## src/rtl/mips_pkg.sv

```systemverilog
// Shared encodings for the Small_MIPS multi-cycle control path:
// opcodes, ALU operation codes, FSM states and datapath select values.
package mips_pkg;

    localparam logic [5:0] OP_SPECIAL = 6'b000000;
    localparam logic [5:0] OP_ADDIU   = 6'b001001;
    localparam logic [5:0] OP_LW      = 6'b100011;
    localparam logic [5:0] OP_SW      = 6'b101011;

    localparam logic [5:0] FN_JR      = 6'b001000;
    localparam logic [5:0] FN_ADDU    = 6'b100001;

    localparam logic [5:0] AR_ADD     = 6'b100001;
    localparam logic [5:0] AR_LW      = 6'b100011;
    localparam logic [5:0] AR_SW      = 6'b101011;
    localparam logic [5:0] AR_NOP     = 6'b000000;

    typedef enum logic [3:0] {
        S_IDLE,
        S_FETCH,
        S_DECODE,
        S_EXEC,
        S_MEM_RD,
        S_MEM_WR,
        S_WB_ALU,
        S_WB_MEM,
        S_JUMP,
        S_TRAP
    } state_t;

    typedef enum logic [1:0] {
        ALU_B_REG  = 2'd0,
        ALU_B_FOUR = 2'd1,
        ALU_B_IMM  = 2'd2
    } alu_src_b_t;

    typedef enum logic {
        PC_SRC_ALU = 1'b0,
        PC_SRC_REG = 1'b1
    } pc_src_t;

    // Instructions that pass through EXEC; remembered past DECODE.
    typedef enum logic [1:0] {
        EX_ADDU,
        EX_ADDIU,
        EX_LW,
        EX_SW
    } exec_kind_t;

    typedef struct packed {
        logic nop;
        logic addu;
        logic addiu;
        logic lw;
        logic sw;
        logic jr;
        logic illegal;
    } instr_class_t;

endpackage

```

## src/rtl/mips_decode.sv

```systemverilog
// Combinational classifier: instruction word to a one-hot instruction class.
module mips_decode
    import mips_pkg::*;
(
    input  logic [31:0]  instr,
    output instr_class_t cls
);

    logic [5:0] opcode;
    logic [5:0] funct;

    assign opcode = instr[31:26];
    assign funct  = instr[5:0];

    always_comb begin
        cls = '0;
        if (instr == '0) begin
            cls.nop = 1'b1;
        end else begin
            case (opcode)
                OP_SPECIAL: begin
                    if (funct == FN_JR)        cls.jr      = 1'b1;
                    else if (funct == FN_ADDU) cls.addu    = 1'b1;
                    else                       cls.illegal = 1'b1;
                end
                OP_ADDIU: cls.addiu   = 1'b1;
                OP_LW:    cls.lw      = 1'b1;
                OP_SW:    cls.sw      = 1'b1;
                default:  cls.illegal = 1'b1;
            endcase
        end
    end

endmodule

```

## src/rtl/mips_mc_control.sv

```systemverilog
// Multi-cycle control FSM for Small_MIPS: sequences fetch/decode/execute/
// memory/writeback, counts retired instructions and traps on faults.
module mips_mc_control
    import mips_pkg::*;
#(
    parameter int unsigned MEM_TIMEOUT = 255,
    parameter int unsigned RET_W       = 32
) (
    input  logic             clk,
    input  logic             rst,
    input  logic [31:0]      instr,
    input  logic             mem_ready,
    output logic             pc_write,
    output logic             pc_src,
    output logic             ir_write,
    output logic             mem_read,
    output logic             mem_write,
    output logic             iord,
    output logic             mdr_write,
    output logic             alu_src_a,
    output logic [1:0]       alu_src_b,
    output logic [5:0]       ar_op,
    output logic             alu_out_write,
    output logic             reg_write,
    output logic             reg_dst,
    output logic             mem_to_reg,
    output logic             trap,
    output logic [RET_W-1:0] retired
);

    localparam int unsigned WAIT_W = (MEM_TIMEOUT < 2) ? 1 : $clog2(MEM_TIMEOUT + 1);

    state_t            state;
    state_t            state_next;
    instr_class_t      dec_cls;
    exec_kind_t        exec_q;
    exec_kind_t        exec_d;
    logic [WAIT_W-1:0] wait_cnt;
    logic              in_wait;
    logic              timeout;
    logic              retire;

    mips_decode u_decode (
        .instr (instr),
        .cls   (dec_cls)
    );

    assign in_wait = (state == S_FETCH) || (state == S_MEM_RD) || (state == S_MEM_WR);
    assign timeout = (MEM_TIMEOUT != 0) && in_wait && !mem_ready &&
                     (wait_cnt == WAIT_W'(MEM_TIMEOUT));

    always_comb begin
        if (dec_cls.addu)       exec_d = EX_ADDU;
        else if (dec_cls.addiu) exec_d = EX_ADDIU;
        else if (dec_cls.lw)    exec_d = EX_LW;
        else                    exec_d = EX_SW;
    end

    always_ff @(posedge clk) begin
        if (rst) state <= S_IDLE;
        else     state <= state_next;
    end

    // Wait counter restarts whenever a wait state is entered or left.
    always_ff @(posedge clk) begin
        if (rst) begin
            wait_cnt <= '0;
            retired  <= '0;
            exec_q   <= EX_ADDU;
        end else begin
            if (in_wait && (state_next == state)) wait_cnt <= wait_cnt + WAIT_W'(1);
            else                                  wait_cnt <= '0;
            if (retire)                           retired  <= retired + RET_W'(1);
            if (state == S_DECODE)                exec_q   <= exec_d;
        end
    end

    always_comb begin
        state_next = state;
        retire     = 1'b0;
        case (state)
            S_IDLE:   state_next = S_FETCH;
            S_FETCH: begin
                if (mem_ready)    state_next = S_DECODE;
                else if (timeout) state_next = S_TRAP;
            end
            S_DECODE: begin
                if (dec_cls.nop) begin
                    state_next = S_FETCH;
                    retire     = 1'b1;
                end else if (dec_cls.jr) begin
                    state_next = S_JUMP;
                end else if (dec_cls.addu || dec_cls.addiu || dec_cls.lw || dec_cls.sw) begin
                    state_next = S_EXEC;
                end else if (dec_cls.illegal) begin
                    state_next = S_TRAP;
                end else begin
                    state_next = S_TRAP;
                end
            end
            S_EXEC: begin
                case (exec_q)
                    EX_LW:   state_next = S_MEM_RD;
                    EX_SW:   state_next = S_MEM_WR;
                    default: state_next = S_WB_ALU;
                endcase
            end
            S_MEM_RD: begin
                if (mem_ready)    state_next = S_WB_MEM;
                else if (timeout) state_next = S_TRAP;
            end
            S_MEM_WR: begin
                if (mem_ready) begin
                    state_next = S_FETCH;
                    retire     = 1'b1;
                end else if (timeout) begin
                    state_next = S_TRAP;
                end
            end
            S_WB_ALU, S_WB_MEM, S_JUMP: begin
                state_next = S_FETCH;
                retire     = 1'b1;
            end
            S_TRAP:   state_next = S_TRAP;
            default:  state_next = S_IDLE;
        endcase
    end

    always_comb begin
        pc_write      = 1'b0;
        pc_src        = PC_SRC_ALU;
        ir_write      = 1'b0;
        mem_read      = 1'b0;
        mem_write     = 1'b0;
        iord          = 1'b0;
        mdr_write     = 1'b0;
        alu_src_a     = 1'b0;
        alu_src_b     = ALU_B_REG;
        ar_op         = AR_NOP;
        alu_out_write = 1'b0;
        reg_write     = 1'b0;
        reg_dst       = 1'b0;
        mem_to_reg    = 1'b0;
        trap          = 1'b0;
        case (state)
            S_FETCH: begin
                mem_read  = 1'b1;
                alu_src_b = ALU_B_FOUR;
                ar_op     = AR_ADD;
                ir_write  = mem_ready;
                pc_write  = mem_ready;
            end
            S_EXEC: begin
                alu_src_a     = 1'b1;
                alu_out_write = 1'b1;
                case (exec_q)
                    EX_ADDU:  begin alu_src_b = ALU_B_REG; ar_op = AR_ADD; end
                    EX_ADDIU: begin alu_src_b = ALU_B_IMM; ar_op = AR_ADD; end
                    EX_LW:    begin alu_src_b = ALU_B_IMM; ar_op = AR_LW;  end
                    default:  begin alu_src_b = ALU_B_IMM; ar_op = AR_SW;  end
                endcase
            end
            S_MEM_RD: begin
                mem_read  = 1'b1;
                iord      = 1'b1;
                mdr_write = mem_ready;
            end
            S_MEM_WR: begin
                mem_write = 1'b1;
                iord      = 1'b1;
            end
            S_WB_ALU: begin
                reg_write = 1'b1;
                reg_dst   = (exec_q == EX_ADDU);
            end
            S_WB_MEM: begin
                reg_write  = 1'b1;
                mem_to_reg = 1'b1;
            end
            S_JUMP: begin
                pc_write = 1'b1;
                pc_src   = PC_SRC_REG;
            end
            S_TRAP:  trap = 1'b1;
            default: ;
        endcase
    end

endmodule

```

## config.mk

```make
export PLATFORM = sky130hd
export DESIGN_NAME = mips_mc_control
export DESIGN_NICKNAME = d
export VERILOG_FILES = /design/src/rtl/mips_pkg.sv /design/src/rtl/mips_decode.sv /design/src/rtl/mips_mc_control.sv
export SDC_FILE = /design/constraint.sdc
export NUM_CORES = 1
export LEC_CHECK = 0
export CORE_UTILIZATION = 43
export CTS_CLUSTER_SIZE = 25
export DETAILED_ROUTE_END_ITERATION = 8
export PLACE_DENSITY = 0.78
export SLEW_MARGIN = 20
export SYNTH_ARGS = -nofsm -noshare
export SYNTH_HDL_FRONTEND = slang
export SYNTH_SLANG_ARGS = --single-unit
export TNS_END_PERCENT = 50
```

## constraint.sdc

```tcl
create_clock -name clk -period 2.3 [get_ports clk]
set_input_delay 0.23 -clock clk [delete_from_list [all_inputs] [get_ports clk]]
set_output_delay 0.23 -clock clk [all_outputs]
set_load 0.005 [all_outputs]
```

# After elaboration in Yosys (flattened, before gate mapping)
# Index checks and enable logic that the tools add are counted.
classes:
  n_reduce_logical: 21
  eq_ne: 19
  n_bitwise: 1
  muxes: 44
  n_addsub: 2
ops:
  columns: ["operator", "count"]
  rows:
  - ["$add A32 B1 Y32 const B", 1]
  - ["$logic_not A32 Y1", 1]
  - ["$mux W4", 7]
  - ["$pmux W4 S7", 1]
  - ["$mux W1", 25]
  - ["$eq A6 B6 Y1 const B", 3]
  - ["$eq A4 B3 Y1 const B", 4]
  - ["$eq A6 B4 Y1 const B", 2]
  - ["$pmux W6 S2", 1]
  - ["$reduce_or A2 Y1", 5]
  - ["$add A8 B1 Y8 const B", 1]
  - ["$eq A4 B2 Y1 const B", 2]
  - ["$eq A4 B4 Y1 const B", 2]
  - ["$eq A8 B8 Y1 const B", 1]
  - ["$pmux W2 S2", 2]
  - ["$pmux W4 S2", 1]
  - ["$logic_not A6 Y1", 1]
  - ["$mux W2", 3]
  - ["$mux W6", 1]
  - ["$reduce_or A3 Y1", 2]
  - ["$logic_or A1 B1 Y1", 5]
  - ["$eq A2 B2 Y1 const B", 2]
  - ["$eq A4 B1 Y1 const B", 1]
  - ["$eq A4 B4 Y1", 1]
  - ["other kinds (9)", 12]
word_totals:
  inputBits: 35
  ff_bits: 46
  word_cells: 91
  output_inout_bits: 53

# Longest topological paths before layout
logic_depth:
  ltp_word: 16
  mapped_depth: 7
  depth_no_buf: 6

# Modules after synthesis
# From an unflattened synthesis, not the netlist that was laid out.
unflattened:
  cells_unflattened: 345
  area_unflattened_um2: 2688.8
by_module_without_submodules:
  columns: ["mod", "area_each_um2", "cells_each", "n_inst", "seq_area_each_um2"]
  rows:
  - ["mips_mc_control", 2506.2, 315, 1, 920.9]
  - ["mips_decode", 182.7, 30, 1, 0.0]

# Worst setup path before layout
# OpenSTA, ideal clock, no wires.
synth_path:
  kind: "register -> register"
  start: "register state[0]"
  end: "register retired[14]"
  stages_incl_launch_ff: 8
  arrival_ps: 2126
  n_path_buf: 2
  period_less_slack_ps: 2250
  setup_ps: 123
  path_slack_ps: 50
  required_time_ps: 2177
  cell_sequence: "dfxtp_1 -> buf_2 -> or4b_1 -> buf_2 -> nor4_2 -> nand3_2 -> a211oi_2 -> mux2_1"
synth_between:
  elab_chain_cells: 3
  word_cells_on_any_way: 7
  cone_classes: "eq/ne (5); mux (1); reduce/logical (1)"
synth_rtl:
  columns: ["element", "line", "text"]
  rows:
  - ["start: declaration", "mips_mc_control.sv:33", "state_t state;"]
  - ["start signal: assignment", "mips_mc_control.sv:61", "else state <= state_next;"]
  - ["$eq A4 B3 Y1 / $eq A4 B4 Y1 (equally long branches)", "mips_mc_control.sv:81", "case (state)"]
  - ["$reduce_or A3 Y1", "mips_mc_control.sv:81", null]
  - ["$pmux W1 S3 *", "mips_mc_control.sv:81", null]
  - ["end signal: assignment", "mips_mc_control.sv:73", "if (retire) retired <= retired + RET_W'(1);"]
  - ["end: declaration", "mips_mc_control.sv:28", "output logic [RET_W-1:0] retired"]
# Mark *: on every way between the ends. The rest lies on a longest branch, timed or not.
# A chain may end at the register's enable or synchronous reset.

# Worst setup path after layout
layout_path:
  start: "input port instr[7]"
  end: "register retired[25]"
layout_between:
  elab_chain_cells: 4
layout_rtl:
  columns: ["element", "line", "text"]
  rows:
  - ["start: declaration", "mips_mc_control.sv:11", "input logic [31:0] instr,"]
  - ["$logic_not A32 Y1", "mips_decode.sv:17", "if (instr == '0) begin"]
  - ["$mux W1", "mips_decode.sv:17", null]
  - ["$mux W1", "mips_mc_control.sv:88", "if (dec_cls.nop) begin"]
  - ["$pmux W1 S3", "mips_mc_control.sv:81", null]
# Every way passes these cells.

==> summary.txt <==
synthesized area: 2870 sq um
Worst Path Arrival: 2.44 ns
chip width: 83.8 um
CTS tree: built
Skew-Pair Late Insertion Delay: 0.30 ns
post-synthesis compound-gate area fraction: 13.1%
Post-synth top flop: dfxtp_1
Boundary Pins: 88
multi-input logic area: 1920 sq um
WL final: 7.55 mm
Clock Sinks: 46
RSZ-0062 raised after global routing: yes
post-synthesis xor/xnor area fraction: 2.13%
final non-filler cell area: 4170 sq um
Residual DRC: 0
largest net degree at the start of global routing: 42
final core occ: 65.3%
Syn Inst Count: 363
crit path time final: 2.25 ns
initial antenna violation count: 0
Avg Vias per Cell: 5.50
final setup fails: 0
placed insts: 532
Max Buffers Root-to-Sink: 2
first-pass GRT wire length: 12.1 mm
Seq/Total Area, Yosys: 32.0%
IO Port Bufs: 85
Crit. End Element: register
register area: 921 sq um
Synth warnings: 0
Placed Area: 3940 sq um
Placer Congestion: 0.830
Slew headroom: 58.2%
Async S/R FF share, synth: 0%
Worst Hold Class: in -> reg
Yosys reg bits: 46
Synth Area per Inst: 7.92 sq um
Setup Skew: 0.00491 ns
Yosys cell types: 51
number of max-cap violations: 0
HPWL after DPL: 5.38 mm
die height: 83.8 um
layout cells sized above 1: 18.5%
Filler cells: 535
Worst setup SP type: input port
dpl ws: -0.405 ns
Area contributors post-synth: dfxtp_1, mux2_2, nor2b_1
Slew Viols, Final: 0
critical-path maximum fanout: 7
GRT Total Usage: 20.7%
# diodes: 0
area grow syn2layout: 45.2%
measured slew at the worst slew-check pin: 0.621 ns
fin nets: 502
Final Hold Viols: 0
largest family of logic cells by synthesized area: simple AND/OR/NAND/NOR gates
setup ws final: 0.0471 ns
post-synthesis adder-cell area fraction: 0.871%
crit path kind: in -> reg
CP required: 2.49 ns
non-filler cells, final: 543
Synth Area in Simple Gates: 36.3%
outcome: finished clean
vias after detailed routing: 2984
clock transition at the registers of the reported paths: 0.09 ns
PD cells: 427 nW/um^2
TritonCTS Buffers: 5
drt wl/cell: 13.9 um
Max VDD drop: 0.000266 V
starting density of the core: 45.0%
DRT antenna net count: 0
Leakage: 1.53 nW
row count: 29
share of the synthesized area in the top cell type: 32.0%
GRT Residual Overflow: 0
Final Cycle Share: 98.0%
H-tree Lvls: 2
Iter 0 DRT Violations: 209
vias in the first global route: 2668
CTS root buf: clkbuf_8
core footprint: 6390 sq um
leading area contributor after synthesis: dfxtp_1
mux cell area share after synthesis: 11.0%
full die area: 7010 sq um
Max Freq: 444 MHz
drt pass-1 iters: 4
number of synthesized flops with an enable pin: 0
[worst paths after layout]
| check | startpoint | cells past startpoint | slack, ns | endpoint |
|---|---|---|---|---|
| worst max-delay path | instr[7] | 8 | 0.05 | retired[25] |
| worst min-delay path | rst | 2 | 0.40 | state[2] |
| worst max register to register | retired[3] | 6 | 0.09 | retired[25] |
| worst min register to register | wait_cnt[0] | 1 | 0.49 | wait_cnt[0] |
[Yosys cell counts (7+ instances only)]
cell,count
nand2_1,24
nor2b_1,28
dfxtp_1,46
nand4_1,15
nor2_1,46
and3_1,9
a21oi_1,33
nor4_1,7
clkbuf_1,14
mux2_2,23
nor3_1,10
o21ai_0,8
nand3_1,13
[area by class of cell]
| type | instances | area share [%] |
|---|---|---|
| Inverter | 6 | 0.540 |
| Clock buffer | 6 | 1.74 |
| Sequential cell | 46 | 22.1 |
| Clock inverter | 2 | 0.900 |
| Multi-Input combinational cell | 289 | 46.0 |
| Tap cell | 77 | 2.31 |
| Timing Repair Buffer | 117 | 26.4 |
[report_power, final]
group | leakage [nW] | internal (mW) | total [mW] | switching, mW
Sequential | 0.371 | 0.811 | 0.825 | 0.0136
Combinational | 1.11 | 0.191 | 0.355 | 0.163
Clock | 0.0514 | 0.324 | 0.603 | 0.279
[timing repair]
item                                    4_1_cts  5_1_grt
endpoints found under the setup margin       19       23
pin swaps                                     4        5
buffers inserted                              1        2
hold buffers                                  0        0
gates resized for setup                      10       10
[per-layer routing]
metal,vias up,track usage [%],part of all wire [%]
li1,1501,-,-
met1,1391,27.4,46
met2,84,35.0,48
met3,8,3.66,5.5
met4,0,4.62,0.87
met5,-,0,0
[cell usage in the layout, fill, tap and decap left out, types with 12 or more instances in the layout]
cell,n
clkdlybuf4s50_1,84
dfxtp_1,46
nor2_1,44
a21oi_1,31
buf_4,30
nor2b_1,28
nand2_1,24
mux2_2,23
nand4_1,15
nand3_1,12
[logic make-up after synthesis]
| logic type | count (synthesis) |
|---|---|
| buf+inv | 29 |
| xor+xnor | 7 |
| other cells | 1 |
| mux | 28 |
| compound gates | 63 |
| simple gates | 187 |
| flops | 46 |
| fa+ha+maj | 2 |
[flip-flops by register name, indices dropped and copies added (netlist names)]
name      flops
retired      32
wait_cnt      8
state         4
exec_q        2
[stage by stage]
step / setup TNS [ns] / power [mW] / hold WS (ns)
after floorplan: 0 / 1.01 / 0.414
final: 0 / 1.78 / 0.402
after global routing: -0.129 / 1.87 / 0.424
after CTS: 0 / 1.78 / 0.397
after global placement: -8.60 / 1.17 / 0.464
after detailed placement: -9.78 / 1.18 / 0.486
[critical path: stages]
cell,delay [ns]
clkdlybuf4s50_1,0.39
or4_1,0.57
nor4_4,0.28
buf_6,0.18
nand4_1,0.10
buf_4,0.19
a21oi_1,0.15
mux2_1,0.33
Note: power is estimated with default switching activity, not from simulation.
